==> src/rtl/boron_dec_ctrl.sv <==
// Iterative Boron block decryption controller: whitening with K[NR], then NR
// inverse rounds, one per cycle, with round keys fetched from an external store.
module boron_dec_ctrl #(
  parameter int NR   = 25,
  parameter int IDXW = 5
) (
  input  logic            clk,
  input  logic            rst,
  input  logic            in_valid,
  output logic            in_ready,
  input  logic [63:0]     in_text,
  output logic [IDXW-1:0] rk_idx,
  input  logic [63:0]     rk_data,
  output logic            out_valid,
  input  logic            out_ready,
  output logic [63:0]     out_text,
  output logic            busy,
  output logic [1:0]      dbg_state_o
);

  // Handshakes: a transfer happens on a rising edge where valid and ready are
  // both high; valid never waits for ready, and data is held while valid && !ready.

  typedef enum logic [1:0] {
    IDLE  = 2'd0,
    ROUND = 2'd1,
    DONE  = 2'd2
  } state_e;

  localparam logic [IDXW-1:0] NR_IDX    = IDXW'(NR);
  localparam logic [IDXW-1:0] NR_M1_IDX = IDXW'(NR - 1);

  state_e          state_q, state_d;
  logic [63:0]     s_q, s_d;
  logic [IDXW-1:0] r_q, r_d;
  logic [63:0]     round_out;

  function automatic logic [3:0] inv_sbox(input logic [3:0] n);
    case (n)
      4'h0: inv_sbox = 4'hA;  4'h1: inv_sbox = 4'h3;
      4'h2: inv_sbox = 4'h9;  4'h3: inv_sbox = 4'hE;
      4'h4: inv_sbox = 4'h1;  4'h5: inv_sbox = 4'hD;
      4'h6: inv_sbox = 4'hF;  4'h7: inv_sbox = 4'h4;
      4'h8: inv_sbox = 4'hC;  4'h9: inv_sbox = 4'h5;
      4'hA: inv_sbox = 4'h7;  4'hB: inv_sbox = 4'h2;
      4'hC: inv_sbox = 4'h6;  4'hD: inv_sbox = 4'h8;
      4'hE: inv_sbox = 4'h0;  default: inv_sbox = 4'hB;
    endcase
  endfunction

  // Undo the XOR chain first, then the per-word left rotations (1,4,7,9).
  function automatic logic [63:0] inv_perm(input logic [63:0] y);
    logic [15:0] a0, a1, a2, a3;
    a0 = y[15:0];
    a1 = y[31:16] ^ y[15:0];
    a2 = y[47:32] ^ y[31:16];
    a3 = y[63:48] ^ y[47:32];
    inv_perm = {{a3[8:0], a3[15:9]}, {a2[6:0], a2[15:7]},
                {a1[3:0], a1[15:4]}, {a0[0], a0[15:1]}};
  endfunction

  // Forward shuffle places words as {w1,w3,w0,w2}.
  function automatic logic [63:0] inv_shuffle(input logic [63:0] y);
    inv_shuffle = {y[47:32], y[15:0], y[63:48], y[31:16]};
  endfunction

  function automatic logic [63:0] dec_round(input logic [63:0] x);
    logic [63:0] t;
    t = inv_shuffle(inv_perm(x));
    for (int i = 0; i < 16; i++) begin
      dec_round[4*i +: 4] = inv_sbox(t[4*i +: 4]);
    end
  endfunction

  assign round_out   = dec_round(s_q);
  assign out_text    = s_q;
  assign dbg_state_o = state_q;

  always_comb begin
    state_d   = state_q;
    s_d       = s_q;
    r_d       = r_q;
    in_ready  = 1'b0;
    out_valid = 1'b0;
    busy      = 1'b0;
    rk_idx    = NR_IDX;
    case (state_q)
      IDLE: begin
        in_ready = 1'b1;
        if (in_valid) begin
          s_d     = in_text ^ rk_data;
          r_d     = NR_M1_IDX;
          state_d = ROUND;
        end
      end
      ROUND: begin
        busy   = 1'b1;
        rk_idx = r_q;
        s_d    = round_out ^ rk_data;
        if (r_q == '0) begin
          state_d = DONE;
        end else begin
          r_d = r_q - IDXW'(1);
        end
      end
      DONE: begin
        out_valid = 1'b1;
        if (out_ready) begin
          state_d = IDLE;
        end
      end
      default: state_d = IDLE;
    endcase
  end

  always_ff @(posedge clk) begin
    if (rst) begin
      state_q <= IDLE;
      s_q     <= '0;
      r_q     <= '0;
    end else begin
      state_q <= state_d;
      s_q     <= s_d;
      r_q     <= r_d;
    end
  end

endmodule

==> config.mk <==
export PLATFORM = sky130hd
export DESIGN_NAME = boron_dec_ctrl
export DESIGN_NICKNAME = d
export VERILOG_FILES = /design/src/rtl/boron_dec_ctrl.sv
export SDC_FILE = /design/constraint.sdc
export NUM_CORES = 1
export LEC_CHECK = 0
export CAP_MARGIN = 40
export CORE_AREA = 2 2 125 127
export DETAILED_ROUTE_END_ITERATION = 8
export DIE_AREA = 0 0 127 129
export GPL_TIMING_DRIVEN = 0
export PLACE_DENSITY = 0.91
export SYNTH_ARGS = -nofsm -noshare
export SYNTH_HDL_FRONTEND = slang
export SYNTH_SLANG_ARGS = --single-unit
export TNS_END_PERCENT = 20
==> constraint.sdc <==
create_clock -name clk -period 5.4 [get_ports clk]
set_input_delay 1.08 -clock clk [delete_from_list [all_inputs] [get_ports clk]]
set_output_delay 1.08 -clock clk [all_outputs]
set_load 0.02 [all_outputs]
==> metrics.yaml, run 1 <==
global_route:
  gr-usage-met2_pct: 55.3
  grt_pass1_wl_um: 41400
  grt_antenna_before_repair: 1
  grt_use_total_pct: 32.7
  grt_util_met1_pct: 40.7
  grt-ovfl-total: 0
  grt.busiest_layer: "met2"
  use_met3_pct: 6.11
  grt_max_degree: 14
  grt_pass1_vias: 7830
floorplan:
  coreArea_sq_um: 15000
  die_w_um: 127
  die-area_sq_um: 16400
  start_util_pct: 54.2
  rows: 45
  chipHeight_um: 129
  pin_count: 206
clock_tree:
  post_cts_buffers: 0
  path_clk_slew_ns: 0.06
  cts.sinks: 87
  clockBufferDepth: 2
  ctsHoldBuffers: 0
  numCtsBuffers: 9
  clockRootBuffer: "clkbuf_16"
  tritoncts: "yes"
  h-tree-depth: 3
  cts-resized-gates: 0
  worstSkewPairLatency_ns: 0.35
cells_and_area:
  final_cell_area_sq_um: 10700
  nNetsFinal: 1399
  antenna_cells: 0
  nFillCells: 1082
  multi_input_area_sq_um: 5840
  area_growth_pct: 31.9
  drive_gt1_share_pct: 7.95
  regArea_sq_um: 1740
  utilization_pct: 71.5
setup_path:
  cp_slowest_stage_delay_ns: 0.58
  required_ns: 5.60
  crit_start: "in_valid"
  end_kind: "flop"
  reg2reg_from: "out_text[17]"
  crit_type: "in -> reg"
  worstPathCellList: "clkdlybuf4s50_1 -> o21bai_1 -> buf_2 -> clkbuf_1 -> clkbuf_1 -> nand2_1 -> a21oi_1 -> ha_1 -> nor2_1 -> a211oi_1 -> a21oi_1"
  crit_slowest_cell: "o21bai_1"
  critPathArrivalTime_ns: 4.70
  rr_worst_depth: 12
  cp.depth: 11
  path_delay_family: "buffers and inverters"
  start_kind: "primary input"
  worst-path-buf-inv: 4
  crit_fanout: 10
sta:
  fin_crit_ns: 4.50
  hold_viol_final: 0
  setup_viol: 0
  slew_headroom_pct: 50.9
  fin_skew_ns: 0.00793
  clock.fmax_ghz: 0.222
  worst_pin_slew_ns: 0.732
  fin_tns_setup_ns: 0
  timing.final.crit_share_pct: 83.3
  slew_viol_final: 0
  rsz0062_at_grt: "false"
detailed_routing:
  finalWirelength_um: 27100
  avgViaCountPerCell: 5.96
  drt_pass1_iterations: 7
  vias: 8087
  ant_nets: 0
  avgRoutedWirePerCell_um: 20.0
  drc: 0
  dr.first_iter.drc_count: 929
place:
  place.detailed.hpwl_um: 21300
  routabilityCongestion: 0.979
  portBuffers: 205
  dpl-instance-area_sq_um: 10400
hold_path:
  min_path_cells: 2
  hp-class: "reg -> reg"
  min_from: "out_text[61]"
yosys:
  seq_area_frac_synth_pct: 21.4
  synth_cell_types: 64
  synth_area_leaders: "dfxtp_1, ha_1, mux2i_1"
  synth-main-ff-cell: "dfxtp_1"
  synth-async-reset-ratio_pct: 0
  ys_ff_latch: 87
  avgSynthCellArea_sq_um: 8.54
  synth_top_area_share_pct: 21.4
  synth_cells: 951
  ys_top_cells_by_count: "nand2_1, ha_1, inv_1"
  synth_area_sq_um: 8120
  yosysWarnings: 0
  syn_nets: 1183
  yosysMostFrequentCell: "nand2_1"
  synth_edf_count: 0
  yosys.area.top_type: "dfxtp_1"
pwr:
  p_leak_nw: 4.77
  powerDensity_nw_per_um2: 432
  peakVddDrop_mv: 0.228
flow_run:
  cap_viol_max_count: 0
outcome:
  outcome: "complete, no violations"
-- final cells by class --
type / instances / area share [%]
Clock buffer: 9 / 2.10
Timing Repair Buffer: 205 / 19.2
Inverter: 95 / 3.33
Buffer: 40 / 1.71
Multi-Input combinational cell: 729 / 54.5
Sequential cell: 87 / 16.3
Clock inverter: 5 / 0.701
Tap cell: 188 / 2.20
-- placed cells by master (no fill, tap or decap), drive strengths merged, types with 5 or more instances in the layout --
master	count
o21ai	33
nand3	11
o211ai	9
mux2	6
nand2	115
mux2i	61
xor2	58
mux4	24
a311oi	5
a211o	7
dfxtp	87
or2	5
xnor2	59
a211oi	24
buf	23
ha	100
nand4	5
clkdlybuf4s50	205
clkbuf	26
nor3	11
and2	7
inv	95
o2111ai	5
nor2	64
nand2b	8
a21oi	62
a31oi	9
-- final timing paths --
check	end	slack, ns
worst max-delay path	round_out[42]	0.90
worst max register to register	round_out[45]	1.56
worst min register to register	out_text[61]	0.49
worst min-delay path	out_text[61]	0.49
-- where the power goes --
part | switching, mW | internal, mW | leakage, nW
clock network | 0.261 | 0.398 | 0.151
registers | 0.251 | 0.819 | 0.723
logic | 1.61 | 1.29 | 3.90
-- metal layers --
metal / vias to the layer above / part of all wire [%] / wire length (um)
met1: 3821 / 38 / 10300
met5: - / 0 / 0
li1: 3657 / - / -
met3: 108 / 10 / 2710
met2: 501 / 47 / 12800
met4: 0 / 4.8 / 1290
-- registers in the layout, summed over array words and instances (netlist names) --
signal and flops:
round_out 16, dbg_state_o 2, r_q 5, out_text 64
-- logic make-up after synthesis --
family / after synthesis / share of synthesized area [%]
xor gates and xnor gates: 117 / 13.5
and+or+nand+nor: 247 / 13.7
buffers and inverters: 135 / 6.64
adders and majority gates: 100 / 15.4
muxes: 91 / 15.0
AOI/OAI and AO/OA: 174 / 14.2
DFF: 87 / 21.4
-- worst min-delay path, cell delays in order (launching register included) --
cell and delay (ns):
dfxtp_1 0.33, nand2_1 0.06, a21oi_1 0.05
-- through the flow --
stage,hold WS [ns],total power [mW],worst slack [ns],cells
final,0.493,4.62,0.902,1358
after global routing,0.518,4.89,0.707,1358
after CTS,0.489,4.56,0.978,1358
after detailed placement,0.482,3.89,0.666,1344
after global placement,0.465,3.78,0.696,1344
after floorplan,0.455,2.95,2.02,951
Note: power is estimated with default switching activity, not from simulation.
==> inputs of run 2 (changes only) <==
--- a/config.mk
+++ b/config.mk
@@ -6,11 +6,11 @@
 export NUM_CORES = 1
 export LEC_CHECK = 0
 export CAP_MARGIN = 40
-export CORE_AREA = 2 2 125 127
+export CORE_AREA = 2 2 130 132
 export DETAILED_ROUTE_END_ITERATION = 8
-export DIE_AREA = 0 0 127 129
+export DIE_AREA = 0 0 132 134
 export GPL_TIMING_DRIVEN = 0
-export PLACE_DENSITY = 0.91
+export PLACE_DENSITY = 0.85
 export SYNTH_ARGS = -nofsm -noshare
 export SYNTH_HDL_FRONTEND = slang
 export SYNTH_SLANG_ARGS = --single-unit
==> constraint.sdc (replaced) <==
create_clock -name clk -period 4.6 [get_ports clk]
set_input_delay 0.92 -clock clk [delete_from_list [all_inputs] [get_ports clk]]
set_output_delay 0.92 -clock clk [all_outputs]
set_load 0.02 [all_outputs]
==> run 2 against run 1 <==
  * Die area is 8.0% higher
  * Design area is 0.51% higher
  * Combinational power is 16% higher
  * Sequential power is 16% higher
  * Critical path depth stayed put
  * Routed wire length is 0.13% lower
  * First-iteration DRC count is 34% lower
  * Sequential share of layout area is 0.083 points lower
  * Register-to-register slack worse by 0.76 ns
  * Highest routed layer unchanged
==> metrics.yaml, run 2 (same netlist as run 1, synthesis figures left out) <==
outcome:
  outcome: "complete, no violations"
clock_tree:
  clockRootBuffer: "clkbuf_16"
  ctsHoldBuffers: 0
  worstSkewPairLatency_ns: 0.35
  tritoncts: "yes"
  post_cts_buffers: 0
  clockBufferDepth: 2
  h-tree-depth: 3
  path_clk_slew_ns: 0.07
  numCtsBuffers: 9
  cts.sinks: 87
place:
  routabilityCongestion: 0.961
  dp_slack_ns: -0.0907
  place.detailed.hpwl_um: 21300
  dpl-instance-area_sq_um: 10500
  portBuffers: 205
global_route:
  grt_max_degree: 14
  grt_use_total_pct: 29.9
  grt_pass1_wl_um: 40800
  grt_pass1_vias: 7496
  grt_antenna_before_repair: 0
  grt-ovfl-total: 0
detailed_routing:
  vias: 7861
  drt_pass1_iterations: 5
  avgViaCountPerCell: 5.66
  dr.first_iter.drc_count: 616
  drc: 0
  ant_nets: 0
  finalWirelength_um: 27100
  avgRoutedWirePerCell_um: 19.5
setup_path:
  crit_type: "in -> reg"
  end_kind: "flop"
  required_ns: 4.80
  start_kind: "primary input"
  critPathArrivalTime_ns: 4.41
  crit_fanout: 10
floorplan:
  coreArea_sq_um: 16300
  die_w_um: 132
  chipHeight_um: 134
  start_util_pct: 49.9
  die-area_sq_um: 17700
  rows: 47
  pin_count: 206
cells_and_area:
  area_growth_pct: 32.5
  nNetsFinal: 1399
  final_cell_area_sq_um: 10800
  final_cell_mix: "clkdlybuf4s50_1, nand2_1, ha_1"
  layout_commonest_cell: "clkdlybuf4s50_1"
  largest_register_ffs: 64
  drive_gt1_share_pct: 7.95
  nFillCells: 1316
  utilization_pct: 66.1
  antenna_cells: 0
sta:
  clock.fmax_ghz: 0.237
  timing.final.crit_share_pct: 91.6
  slew_headroom_pct: 44.6
  slew_viol_final: 0
  setup_ws_ns: 0.384
  hold_viol_final: 0
  setup_viol: 0
  worst_pin_slew_ns: 0.825
  fin_skew_ns: 0.00553
  rsz0062_at_grt: "false"
  fin_crit_ns: 4.22
  hold_ws_ns: 0.498
pwr:
  p_leak_nw: 4.77
  powerDensity_nw_per_um2: 502
  peakVddDrop_mv: 0.262
hold_path:
  hp-class: "reg -> reg"
flow_run:
  cap_viol_max_count: 0
[run 2: metal layers]
metal,up-vias,global-route usage [%],part of all wire (%)
li1,3662,-,-
met1,3672,36.7,39
met2,433,50.4,47
met3,94,6.42,9.1
met4,0,13.6,4.8
met5,-,0,0
[run 2: final timing paths]
kind | from | endpoint | slack, ns | cells after the start
max reg2reg | out_text[17] | round_out[47] | 0.80 | 11
min | out_text[57] | out_text[57] | 0.50 | 2
min reg2reg | out_text[57] | out_text[57] | 0.50 | 2
max | in_valid | round_out[42] | 0.38 | 11
[run 2: cell type report]
class | count | area, sq um | area share, %
multi-input cells | 729 | 5850 | 54.3
repair buffers | 205 | 2050 | 19.1
flip-flops and latches | 87 | 1740 | 16.2
inverters | 95 | 357 | 3.31
well taps | 220 | 275 | 2.56
clock buffers | 11 | 243 | 2.25
plain buffers | 40 | 183 | 1.70
clock inverters | 3 | 68.8 | 0.639
[run 2: timing repair]
action | CTS | global route
gates resized for setup | 0 | 1
hold endpoints to repair | 0 | 0
endpoints found under the setup margin | 0 | 1
[run 2: where the power goes]
part | switching (mW) | total (mW) | leakage [nW] | internal (mW)
logic | 1.85 | 3.36 | 3.90 | 1.51
registers | 0.284 | 1.24 | 0.723 | 0.961
clock network | 0.318 | 0.805 | 0.152 | 0.486
total | 2.45 | 5.41 | 4.77 | 2.95
[run 2: metrics by stage]
step,power (mW),instances,TNS (ns)
after floorplan,3.47,951,0
after global placement,4.42,1376,-0.0204
after detailed placement,4.53,1376,-0.171
after CTS,5.36,1390,0
after global routing,5.74,1390,0
final,5.41,1390,0
[run 2: critical path, cell delays in order]
cell and delay, ns:
clkdlybuf4s50_1 0.52, o21bai_2 0.42, buf_2 0.38, clkbuf_1 0.51
clkbuf_1 0.50, nand2_1 0.17, a21oi_1 0.37, ha_1 0.25
nor2_1 0.05, a211oi_1 0.22, a21oi_1 0.09
==> inputs of run 3 (changes only) <==
--- a/config.mk
+++ b/config.mk
@@ -11,6 +11,7 @@
 export DIE_AREA = 0 0 132 134
 export GPL_TIMING_DRIVEN = 0
 export PLACE_DENSITY = 0.85
+export SLEW_MARGIN = 20
 export SYNTH_ARGS = -nofsm -noshare
 export SYNTH_HDL_FRONTEND = slang
 export SYNTH_SLANG_ARGS = --single-unit
==> results of run 3 <==
No change in the layout: final DEF, timing and power equal those of run 2.
